### src/rtl/freq_timer_pkg.sv
// Shared constants and types for the frequency timer.
package freq_timer_pkg;

    localparam int unsigned PERIOD_WIDTH_DEFAULT = 13;
    localparam int unsigned TICK_COUNT_WIDTH     = 16;

    typedef logic [PERIOD_WIDTH_DEFAULT-1:0] period_t;

endpackage

### src/rtl/frequency_timer.sv
// Programmable tick generator: one registered high cycle every frequency_timer_period clocks.
// Optional FREQUENCY_TIMER_TICK_COUNT_EN adds a 16-bit wrapping count of emitted ticks.
module frequency_timer
    import freq_timer_pkg::*;
#(
    parameter int unsigned PERIOD_WIDTH = PERIOD_WIDTH_DEFAULT
) (
    input  logic                    system_clock,
    input  logic                    reset,
    input  logic [PERIOD_WIDTH-1:0] frequency_timer_period,
    output logic                    frequency_timer_clock
`ifdef FREQUENCY_TIMER_TICK_COUNT_EN
    ,
    output logic [TICK_COUNT_WIDTH-1:0] tick_count
`endif
);

    logic [PERIOD_WIDTH-1:0] cnt;
    logic [PERIOD_WIDTH-1:0] cnt_next;
    logic                    clk_next;

    // Period zero stalls the timer; the P-1 compare is only reached for P >= 1.
    always_comb begin
        cnt_next = '0;
        clk_next = 1'b0;
        if (frequency_timer_period != '0) begin
            if (cnt >= frequency_timer_period - PERIOD_WIDTH'(1)) begin
                clk_next = 1'b1;
            end else begin
                cnt_next = cnt + PERIOD_WIDTH'(1);
            end
        end
    end

    always_ff @(posedge system_clock or negedge reset) begin
        if (!reset) begin
            cnt                   <= '0;
            frequency_timer_clock <= 1'b0;
        end else begin
            cnt                   <= cnt_next;
            frequency_timer_clock <= clk_next;
        end
    end

`ifdef FREQUENCY_TIMER_TICK_COUNT_EN
    // Counts every edge that registers a tick; wraps naturally at 16 bits.
    always_ff @(posedge system_clock or negedge reset) begin
        if (!reset) begin
            tick_count <= '0;
        end else if (clk_next) begin
            tick_count <= tick_count + TICK_COUNT_WIDTH'(1);
        end
    end
`endif

endmodule

### config.mk
export PLATFORM = sky130hd
export DESIGN_NAME = frequency_timer
export DESIGN_NICKNAME = d
export VERILOG_FILES = /design/src/rtl/freq_timer_pkg.sv /design/src/rtl/frequency_timer.sv
export SDC_FILE = /design/constraint.sdc
export NUM_CORES = 1
export LEC_CHECK = 0
export BUFFER_PORTS_ARGS = -buffer_cell sky130_fd_sc_hd__buf_2
export CAP_MARGIN = 0
export CORE_UTILIZATION = 50
export DETAILED_ROUTE_END_ITERATION = 16
export GPL_TIMING_DRIVEN = 0
export PLACE_DENSITY = 0.71
export SYNTH_ARGS = -nofsm -noshare
export SYNTH_HDL_FRONTEND = slang
export SYNTH_SLANG_ARGS = --single-unit
### constraint.sdc
create_clock -name system_clock -period 2.7 [get_ports system_clock]
set_clock_uncertainty 0.05 [all_clocks]
set_input_delay 0.405 -clock system_clock [delete_from_list [all_inputs] [get_ports system_clock]]
set_output_delay 0.405 -clock system_clock [all_outputs]
set_load 0.02 [all_outputs]
==> summary.txt, run 1 <==
Floorplanning
  • Die area: 0.00251 mm²
  • Die Y: 50.1 µm
  • Core Region: between 0.002 and 0.0025 mm²
  • Die Wd: 50.1 µm
  • Boundary Pins: 16
  • Num rows: 17
  • Initial Util: 52.8%

Logic synthesis
  • Syn Inst Count: 134
  • Mapped cell area: around 0.0012 mm²
  • Top_reg_cell synth: dfrtp_1
  • Ys async rst share: 100%
  • Mapped Avg Cell Area: 8.64 µm²
  • Yosys top cell area share: between 30% and 40%
  • Top cells by area, synth: dfrtp_1 (30%), ha_1 (16%), xnor2_1 (11%)
  • Number of synthesis warnings: 0
  • Leading area contributor after synthesis: dfrtp_1
  • Seq/Total Area, Yosys: 30.3%
  • Synth unique cells: 28
  • Yosys reg bits: 14
  • Synthesized Nets: 164
  • Number of flops mapped to enable cells by yosys: 0

STA
  • Slew margin rel.: a little over two thirds
  • Fin crit share: 94.3%
  • Slew @ Worst Pin: 0.436 ns
  • Setup violators final: 0
  • Number of hold violations in the final report: 0
  • Fin. max-slew vios: 0
  • Final WS setup: 0.154 ns
  • Tmin final: approximately 2.5 ns
  • Max Fclk: 393 MHz
  • RSZ-0062 raised after global routing: true

Place
  • RD Place Congestion: 0.868
  • Input/output buffers: 15
  • Placed wire-length estimate: 1820 µm
  • Placed insts: 177
  • Place WS: -0.468 ns

Power and ir drop
  • Max VDD drop: 0.417 mV
  • Cell internal pwr: around 470 µW
  • Clock Power Share: 20.2%
  • Lkg Pwr: 0.640 nW
  • PD cells: 542 mW/mm²
  • Sequential Power Share: between 40% and 50%
  • Psw: 283 µW
  • Switching Share: 37.5%
  • Comb pwr share: 38.3%

Setup path
  • Critical path cell sequence: buf_4, nor4_4, nand3b_1, buf_4, nor3_2, xnor2_1, ha_1, nand4_1, a311o_1, o211ai_1, buf_2, nor2_1
  • WP data required: 2.83 ns
  • Critical path class: input port to flip-flop
  • CP max-delay cell: a311o_1
  • Register-to-Register Path Depth: 7
  • Most common cell on crit path: buf_4
  • Element type at the critical path start: input port
  • Worst stage delay on the critical path: 0.30 ns
  • Crit path max fanout: 5
  • CP endpoint kind: flip-flop
  • Critical path data arrival time: around 2.7 ns

Layout
  • Most common cell after layout, fill and taps aside: nand2_1
  • Non-filler cells, final: 185
  • Syn-to-layout area delta: 20.8%
  • # fillers: between 150 and 200
  • Layout cells sized above 1: 22.3%
  • Antenna Cells: 0
  • Most frequent cells in the layout: nand2_1 (18), nor2_1 (16), xnor2_1 (15), ha_1 (15)
  • Nets: 188

Global routing
  • Total GRT Usage: 22.8%
  • Initial antenna violation count: 0
  • Vias in the first global route: 984
  • First-pass GRT wire length: around 4200 µm
  • Grt ovf: 0
  • Largest net degree at the start of global routing: 15

Routing
  • Antenna Nets Post-Route: 0
  • Initial drt markers: 17
  • Final WL: about 2600 µm
  • Via density per instance: 5.60
  • Drt drc: 0
  • Detailed Routing Iterations Pass 1: 4
  • DR WL/cell: 13.8 µm
  • Vias: 1,036

Clock network
  • CTS tree: done
  • Clock buffer depth: 2
  • Htree depth: 1
  • Total CTS buffers: 3
  • Latest clock arrival within the worst-skew pair: between 0.2 and 0.3 ns
  • Root Driver: clkbuf_4
  • Clock-pin slew on the worst setup and hold paths: approximately 0.080 ns
  • Clock sinks: 14

Flow run
  • Max-Cap Viols: 0

Run status
  • Status: finished, final reports clean

Worst hold path
  • Worst hold path class: input port to flip-flop
  • Hold path depth: 3
## path summary, 6_finish.rpt
kind	startpoint	to	slack [ns]
min in group asynchronous	reset	cnt[12]	0.52
max in group asynchronous	reset	cnt[8]	1.85
setup reg to reg	cnt[4]	cnt[2]	0.58
setup / recovery	frequency_timer_period[5]	cnt[2]	0.15
hold / removal	frequency_timer_period[12]	frequency_timer_clock	0.46
hold reg to reg	cnt[0]	cnt[0]	0.46
## layout make-up
class / count / area (µm²) / share of cell area [%]
multi-input cells: 113 / 825 / 59.0
clock buffers: 4 / 36.3 / 2.60
well taps: 28 / 35.0 / 2.51
flip-flops and latches: 14 / 350 / 25.1
inverters: 4 / 15.0 / 1.07
repair buffers: 19 / 114 / 8.15
plain buffers: 3 / 22.5 / 1.61
## timing repair
item	4_1_cts	5_1_grt
hold endpoints to repair	14	0
hold buffers	1	0
setup endpoints to repair	10	14
pin swaps	1	6
resized for setup	3	15
gates cloned	1	0
buffers inserted	1	1
## cell usage after synthesis, drive strengths merged, types with 2 or more instances
master / number
a21oi: 2
nand2: 18
ha: 15
nand4: 2
clkbuf: 2
dfrtp: 14
nor4: 6
nor2: 18
nor3: 5
nor3b: 3
nand3: 7
xor2: 7
and3: 3
xnor2: 15
inv: 4
a211oi: 2
or4: 2
## kinds of logic after synthesis
logic type / Yosys count / synth area share, %
buffers and inverters: 7 / 2.92
AND/OR/NAND/NOR: 68 / 29.2
XOR/XNOR: 22 / 16.6
flip-flops: 14 / 30.3
AO/OA/AOI/OAI: 8 / 4.76
adder cells (fa/ha/maj): 15 / 16.2
## registers in the layout, indices dropped and copies added, names as in the netlist
name / cells
frequency_timer_clock: 1
cnt: 13
## metrics by stage
stage / hold WS, ns / util [%] / setup TNS (ns) / cell area (µm²) / power, mW
after floorplan: 0.0594 / - / 0 / 1160 / 0.505
after global placement: 0.261 / 57.9 / -4.69 / 1270 / 0.568
after detailed placement: 0.264 / 57.9 / -5.11 / 1270 / 0.584
after CTS: 0.461 / 61.0 / 0 / 1340 / 0.742
after global routing: 0.462 / 63.8 / -0.0188 / 1400 / 0.818
final: 0.459 / 63.8 / 0 / 1400 / 0.757
## per-layer routing
layer	part of all wire (%)	vias to the layer above	GRT usage (%)	wire length (µm)
met5	0	-	0	0
met3	3.9	7	2.78	99
met2	49	31	38.9	1240
li1	-	513	-	-
met4	1.8	0	8.57	46
met1	46	485	28.8	1170
## power by group through the flow
| stage | logic (mW) | clock network, mW | registers [mW] |
|---|---|---|---|
| after floorplan | 0.202 | 0 | 0.303 |
| after global placement | 0.253 | 0 | 0.315 |
| after detailed placement | 0.266 | 0 | 0.317 |
| after CTS | 0.276 | 0.153 | 0.313 |
| after global routing | 0.333 | 0.166 | 0.319 |
| final | 0.290 | 0.153 | 0.314 |
## critical path, delay by kind of cell
kind / cells / cell delay (ns)
buf+inv: 3 / 0.55
simple gates: 5 / 0.82
xor+xnor: 1 / 0.09
compound gates: 2 / 0.52
fa+ha+maj: 1 / 0.29
No activity file was read; power rests on OpenSTA's default activity.
==> inputs of run 2 (changes only) <==
ABC_AREA = 1   (was not set)
PLACE_DENSITY = 0.7   (was 0.71)
clock period = 2.4 ns   (was 2.7 ns; I/O delays follow)
==> summary.txt, run 2 <==
Power and ir drop
  • Lkg Pwr: 0.754 nW (+18%)
  • PD cells: 630 mW/mm² (+16%)
  • Power, Total: 952 µW (+26%)
  • Max VDD drop: 0.605 mV (+45%)

Global routing
  • Total GRT Usage: 18.9% (-3.9 points)
  • First-pass GRT wire length: 3910 µm (-7.8%)
  • GR peak layer: met2
  • Largest net degree at the start of global routing: 15 (unchanged)
  • Grt ovf: 0 (unchanged)
  • Vias in the first global route: 898 (-8.7%)
  • Initial antenna violation count: 0 (unchanged)
  • GRT met1 Usage: 26.3% (-2.5 points)
  • Met3 Usage GRT: 5.93% (+3.2 points)
  • GRT met2 Usage: 29.0% (-9.9 points)

Logic synthesis
  • Yosys top cell area share: 26.2% (-4.1 points)
  • Ys async rst share: 100% (unchanged)
  • Top_reg_cell synth: dfrtp_1
  • Yosys reg bits: 14 (unchanged)
  • Leading cell type by number of instances after synthesis: nand2_1
  • Leading area contributor after synthesis: dfrtp_1
  • Top cells by area, synth: dfrtp_1 (26%), ha_1 (14%), nand2_1 (9.6%)
  • Seq/Total Area, Yosys: 26.2% (-4.1 points)
  • Commonest cells in the netlist: nand2_1 (34), inv_1 (19), ha_1 (15)
  • Syn Inst Count: 168 (+25%)
  • Synth unique cells: 28 (unchanged)
  • Mapped Avg Cell Area: 7.95 µm² (-7.9%)
  • Number of flops mapped to enable cells by yosys: 0 (unchanged)
  • Mapped cell area: 0.00134 mm² (+15%)
  • Number of synthesis warnings: 0 (unchanged)
  • Synthesized Nets: 198 (+21%)

Routing
  • Initial drt markers: 21 (+4)
  • Detailed Routing Iterations Pass 1: 4 (unchanged)
  • Drt drc: 0 (unchanged)
  • Antenna Nets Post-Route: 0 (unchanged)
  • Final WL: 2400 µm (-5.9%)
  • DR WL/cell: 11.0 µm (-21%)
  • Vias: 1,063 (+2.6%)
  • Via density per instance: 4.85 (-13%)

Layout
  • Final Cell Area: 0.00151 mm² (+8.1%)
  • Largest regs: cnt (13), frequency_timer_clock (1)
  • Most frequent cells in the layout: nand2_1 (34), inv_1 (19), buf_2 (15)
  • Antenna Cells: 0 (unchanged)
  • Syn-to-layout area delta: 13.1%
  • Max FFs per register: 13 (unchanged)
  • # fillers: 254 (+30%)
  • Most common cell after layout, fill and taps aside: nand2_1
  • Reg with most FFs: cnt
  • Nets: 220 (+17%)
  • Final core utilization: 60.5% (-3.3 points)
  • Layout cells sized above 1: 30.2% (+7.9 points)

Clock network
  • CTS tree: done
  • Root Driver: clkbuf_4
  • Htree depth: 1 (unchanged)
  • Latest clock arrival within the worst-skew pair: 0.28 ns (about the same)
  • Clock sinks: 14 (unchanged)
  • Total CTS buffers: 3 (unchanged)
  • Clock-pin slew on the worst setup and hold paths: 0.09 ns (about the same)
  • Clock buffer depth: 2 (unchanged)

STA
  • Tmin final: 2.22 ns
  • Setup violators final: 0 (unchanged)
  • Number of hold violations in the final report: 0 (unchanged)
  • Slew @ Worst Pin: 0.312 ns (-0.124 ns)
  • RSZ-0062 raised after global routing: false
  • Max Fclk: 451 MHz
  • Fin crit share: 92.5%
  • Fin. max-slew vios: 0 (unchanged)
  • Slew margin rel.: 79.2% (+8.4 points)

Worst hold path
  • Worst hold path class: input port to asynchronous set/reset pin

Setup path
  • CP max-delay cell: ha_1
  • Critical path cell sequence: buf_2, inv_2, ha_2, nand2_2, nor2_4, nand2_1, o21ai_1, and2_1, ha_1, nand2_2, inv_2, a21oi_2, nand2_2, nor2_4, nand3_2, buf_6, nor2_2
  • CP endpoint kind: flip-flop
  • Most common cell on crit path: nand2_2
  • Critical path data arrival time: 2.39 ns (-0.29 ns)
  • Critical path class: input port to flip-flop
  • Worst stage delay on the critical path: 0.24 ns (-0.06 ns)
  • Crit path max fanout: 10 (+5)
  • Element type at the critical path start: input port
  • WP data required: 2.57 ns (-0.26 ns)

Floorplanning
  • Die Wd: 53.7 µm (+7.2%)
  • Die Y: 53.7 µm (+7.2%)
  • Boundary Pins: 16 (unchanged)
  • Die area: 0.00288 mm² (+15%)
  • Num rows: 18 (+1)
  • Initial Util: 53.5% (+0.63 points)
  • Core Region: 0.00250 mm² (+14%)

Place
  • Placed wire-length estimate: 2000 µm (+10%)
  • RD Place Congestion: 0.842 (-3.1%)
  • Post-DP Area: 0.00145 mm² (+14%)
  • Input/output buffers: 15 (unchanged)

Run status
  • Status: finished, final reports clean

Flow run
  • Max-Cap Viols: 0 (unchanged)
[run 2: cells by family (layout without fill, tap and decap cells)]
family	Yosys count	count (layout)	share of synthesized area [%]
adders and majority gates	15	15	14.0
xor gates and xnor gates	19	19	12.5
DFF	14	14	26.2
AOI/OAI and AO/OA	8	8	4.68
and+or+nand+nor	87	87	35.0
buffers and inverters	25	46	7.58
[run 2: path summary, 6_finish.rpt]
kind                            depth (start not counted)  endpoint                 startpoint  slack (ns)
worst max-delay path                                   17    cnt[8]  frequency_timer_period[0]        0.18
worst min-delay path                                    2    cnt[5]                      reset        0.44
worst max register to register                          9    cnt[8]                    cnt[12]        0.68
worst min register to register                          1    cnt[0]                     cnt[0]        0.45
max in group asynchronous                               2    cnt[7]                      reset        1.62
min in group system_clock                               1    cnt[0]                     cnt[0]        0.45
[run 2: worst max-delay path: cells and delay by family]
family                   cells  cell delay (ns)
AND/OR/NAND/NOR              9             0.92
adder cells (fa/ha/maj)      2             0.45
buffers and inverters        4             0.38
AO/OA/AOI/OAI                2             0.28
[run 2: power by group]
part | switching, mW | internal (mW) | total [mW]
clock network | 0.0775 | 0.0923 | 0.170
registers | 0.0873 | 0.300 | 0.387
logic | 0.218 | 0.177 | 0.395
[run 2: area by class of cell]
| cell class | count | area, µm² | share of cell area (%) |
|---|---|---|---|
| repair buffers | 17 | 92.6 | 6.13 |
| plain buffers | 1 | 11.3 | 0.745 |
| clock buffers | 4 | 36.3 | 2.40 |
| inverters | 24 | 90.1 | 5.96 |
| multi-input cells | 129 | 893 | 59.1 |
| well taps | 30 | 37.5 | 2.48 |
| flip-flops and latches | 14 | 350 | 23.2 |
[run 2: timing repair]
item | 4_1_cts | 5_1_grt
hold buffers | 1 | 0
buffers inserted | 0 | 1
hold endpoints to repair | 14 | 0
setup endpoints to repair | 0 | 10
resized for setup | 0 | 2
[run 2: stage by stage]
stage | std cells | hold slack, ns | TNS, ns | worst slack (ns)
6_report | 219 | 0.442 | 0 | 0.181
4_1_cts | 218 | 0.445 | 0 | 0.130
5_1_grt | 219 | 0.463 | 0 | 0.0153
3_3_place_gp | 213 | 0.220 | -1.23 | -0.125
2_1_floorplan | 168 | 0.0144 | 0 | 0.163
3_5_place_dp | 213 | 0.223 | -1.54 | -0.158
[run 2: metal layers]
layer | up-vias | wire (µm) | part of all wire, %
met2 | 13 | 1110 | 46
li1 | 570 | - | -
met4 | 0 | 0 | 0
met1 | 480 | 1230 | 51
met5 | - | 0 | 0
met3 | 0 | 73 | 3.0
==> inputs of run 3 (changes only) <==
ABC_AREA = not set   (was 1)
PLACE_DENSITY = 0.71   (was 0.7)
==> summary.txt, run 3 (synthesis results as in run 1) <==
Layout
  • Most frequent cells in the layout: nand2_1 (18), xnor2_1 (15), ha_1 (15)
  • Nets: 193 (-12%)
  • # fillers: 173 (-32%)
  • Largest regs: cnt (13), frequency_timer_clock (1)
  • Syn-to-layout area delta: 30.3%
  • Antenna Cells: 0 (unchanged)
  • Most common cell after layout, fill and taps aside: nand2_1
  • Storage cell area: 350 µm² (unchanged)
  • Layout cells sized above 1: 30.2% (+0.088 points)
  • Multi-input logic area: 877 µm² (-1.8%)
  • Reg with most FFs: cnt
  • Max FFs per register: 13 (unchanged)
  • Final Cell Area: 0.00151 mm² (-0.25%)

Flow run
  • Max-Cap Viols: 0 (unchanged)

STA
  • Fin. max-slew vios: 0 (unchanged)
  • Slew @ Worst Pin: 0.453 ns (+0.141 ns)
  • Tmin final: 2.64 ns (+0.425 ns)
  • Number of hold violations in the final report: 0 (unchanged)
  • Max Fclk: 378 MHz (-16%)
  • Slew margin rel.: 69.7% (-9.5 points)
  • Setup violators final: 14 (+14)
  • Fin crit share: 110% (+18 points)
  • RSZ-0062 raised after global routing: true
  • Final WS setup: -0.244 ns (-0.425 ns)

Global routing
  • Met3 Usage GRT: 3.40% (-2.5 points)
  • Initial antenna violation count: 0 (unchanged)
  • Largest net degree at the start of global routing: 15 (unchanged)
  • GRT met1 Usage: 32.0% (+5.7 points)
  • Grt ovf: 0 (unchanged)
  • GR peak layer: met2
  • Vias in the first global route: 1,030 (+15%)
  • Total GRT Usage: 24.8% (+5.9 points)
  • GRT met2 Usage: 38.0% (+9.0 points)
  • First-pass GRT wire length: 4640 µm (+19%)

Power and ir drop
  • PD cells: 596 mW/mm² (-5.4%)
  • Power, Total: 898 µW (-5.6%)
  • Lkg Pwr: 0.679 nW (-9.9%)
  • Max VDD drop: 0.698 mV (+15%)

Setup path
  • Reg-to-reg setup timing slack: 0.18 ns (-0.50 ns)
  • Critical path data arrival time: 2.77 ns (+0.38 ns)
  • Critical path class: input port to flip-flop
  • Crit path max fanout: 5 (-5)
  • RR Startpoint: cnt[4]
  • Register-to-Register Path Depth: 7 (-2)
  • RR Endpoint: cnt[9]
  • CP endpoint kind: flip-flop
  • Element type at the critical path start: input port
  • WP data required: 2.53 ns (-0.04 ns)

Place
  • Post-DP Area: 0.00129 mm² (-11%)
  • Input/output buffers: 15 (unchanged)
  • Placed wire-length estimate: 1920 µm (-3.9%)
  • RD Place Congestion: 0.852 (+1.3%)

Routing
  • Drt drc: 0 (unchanged)
  • Initial drt markers: 15 (-29%)
  • Antenna Nets Post-Route: 0 (unchanged)
  • Final WL: 2740 µm (+14%)
  • DR WL/cell: 14.4 µm (+32%)
  • Via density per instance: 5.50 (+13%)
  • Detailed Routing Iterations Pass 1: 4 (unchanged)
  • Vias: 1,045 (-1.7%)

Clock network
  • Total CTS buffers: 3 (unchanged)
  • Clock sinks: 14 (unchanged)
  • Htree depth: 1 (unchanged)
  • CTS tree: done
  • Clock buffer depth: 2 (unchanged)
  • Root Driver: clkbuf_4
  • Clock-pin slew on the worst setup and hold paths: 0.08 ns (about the same)
  • Latest clock arrival within the worst-skew pair: 0.29 ns (about the same)

Floorplanning
  • Num rows: 17 (-1)
  • Die Y: 50.1 µm (-6.7%)
  • Die area: 0.00251 mm² (-13%)
  • Boundary Pins: 16 (unchanged)
  • Initial Util: 52.8% (-0.63 points)
  • Core Region: 0.00219 mm² (-12%)
  • Die Wd: 50.1 µm (-6.7%)

Run status
  • Status: finished with violations
  • Failing checks: setup timing

Worst hold path
  • Hold Crit Start: frequency_timer_period[12]
  • Worst hold path class: input port to flip-flop
  • Hold path depth: 3
  • Hold Path End: frequency_timer_clock
==> run 3: cell types whose count changed in the layout (fill, tap and decap cells not counted), sizes merged, moves of 3 or more <==
cell,before,now
nand2,39,18
inv,24,4
nor2,28,18
xnor2,5,15
buf,17,24
xor2,14,7
nor4,0,6
nor3b,0,3
==> run 3: worst max path at each step <==
stage	cells after the start	end	from
after global routing	12	cnt[3]	frequency_timer_period[0]
after CTS	11	cnt[8]	frequency_timer_period[3]
after global placement	12	cnt[9]	frequency_timer_period[3]
after floorplan	11	cnt[10]	frequency_timer_period[3]
final	10	cnt[9]	frequency_timer_period[7]
after detailed placement	12	cnt[7]	frequency_timer_period[3]
==> run 3: what timing repair did <==
| item | in CTS | in global routing |
|---|---|---|
| hold buffers | 1 | 0 |
| cloned | 1 | 0 |
| setup endpoints to repair | 14 | 14 |
| endpoints found under the hold margin | 14 | 0 |
| pin swaps | 6 | 11 |
| resized for setup | 13 | 15 |
| setup buffers | 3 | 4 |
==> run 3: per-layer routing <==
| metal | part of all wire (%) | vias up | wire (µm) |
|---|---|---|---|
| li1 | - | 524 | - |
| met5 | 0 | - | 0 |
| met1 | 45 | 483 | 1240 |
| met3 | 4.3 | 9 | 118 |
| met4 | 3.2 | 0 | 87 |
| met2 | 47 | 29 | 1300 |
==> run 3: critical path, stage by stage <==
cell and delay (ns):
buf_2 0.14, or4_4 0.57, nor3_4 0.18, xnor2_1 0.10, ha_1 0.29, nand4_1 0.18, a311o_1 0.38, o211ai_1 0.25
clkbuf_8 0.27, nor2_1 0.04
==> run 3: cell type report <==
| type | count | area share [%] |
|---|---|---|
| buffer | 3 | 1.91 |
| timing repair buffer | 24 | 11.0 |
| tap | 28 | 2.32 |
| inverter | 4 | 0.996 |
| sequential | 14 | 23.2 |
| multi-input combinational | 113 | 58.2 |
| clock buffer | 4 | 2.41 |
==> run 3: stage by stage <==
step	hold WS [ns]	std cells	setup WS, ns	setup TNS [ns]	utilization (%)
final	0.422	190	-0.244	-3.01	68.8
after global routing	0.428	190	-0.320	-4.08	68.8
after CTS	0.420	186	-0.204	-2.62	64.7
after detailed placement	0.218	177	-0.661	-8.25	58.7
after global placement	0.217	177	-0.482	-5.82	58.7
after floorplan	0.0144	134	0.00487	0	-
==> run 3: report_power, final <==
| part | switching (mW) | leakage, nW | internal (mW) | total, mW |
|---|---|---|---|---|
| registers | 0.0678 | 0.185 | 0.290 | 0.357 |
| clock network | 0.0778 | 0.0210 | 0.0924 | 0.170 |
| logic | 0.197 | 0.473 | 0.173 | 0.371 |
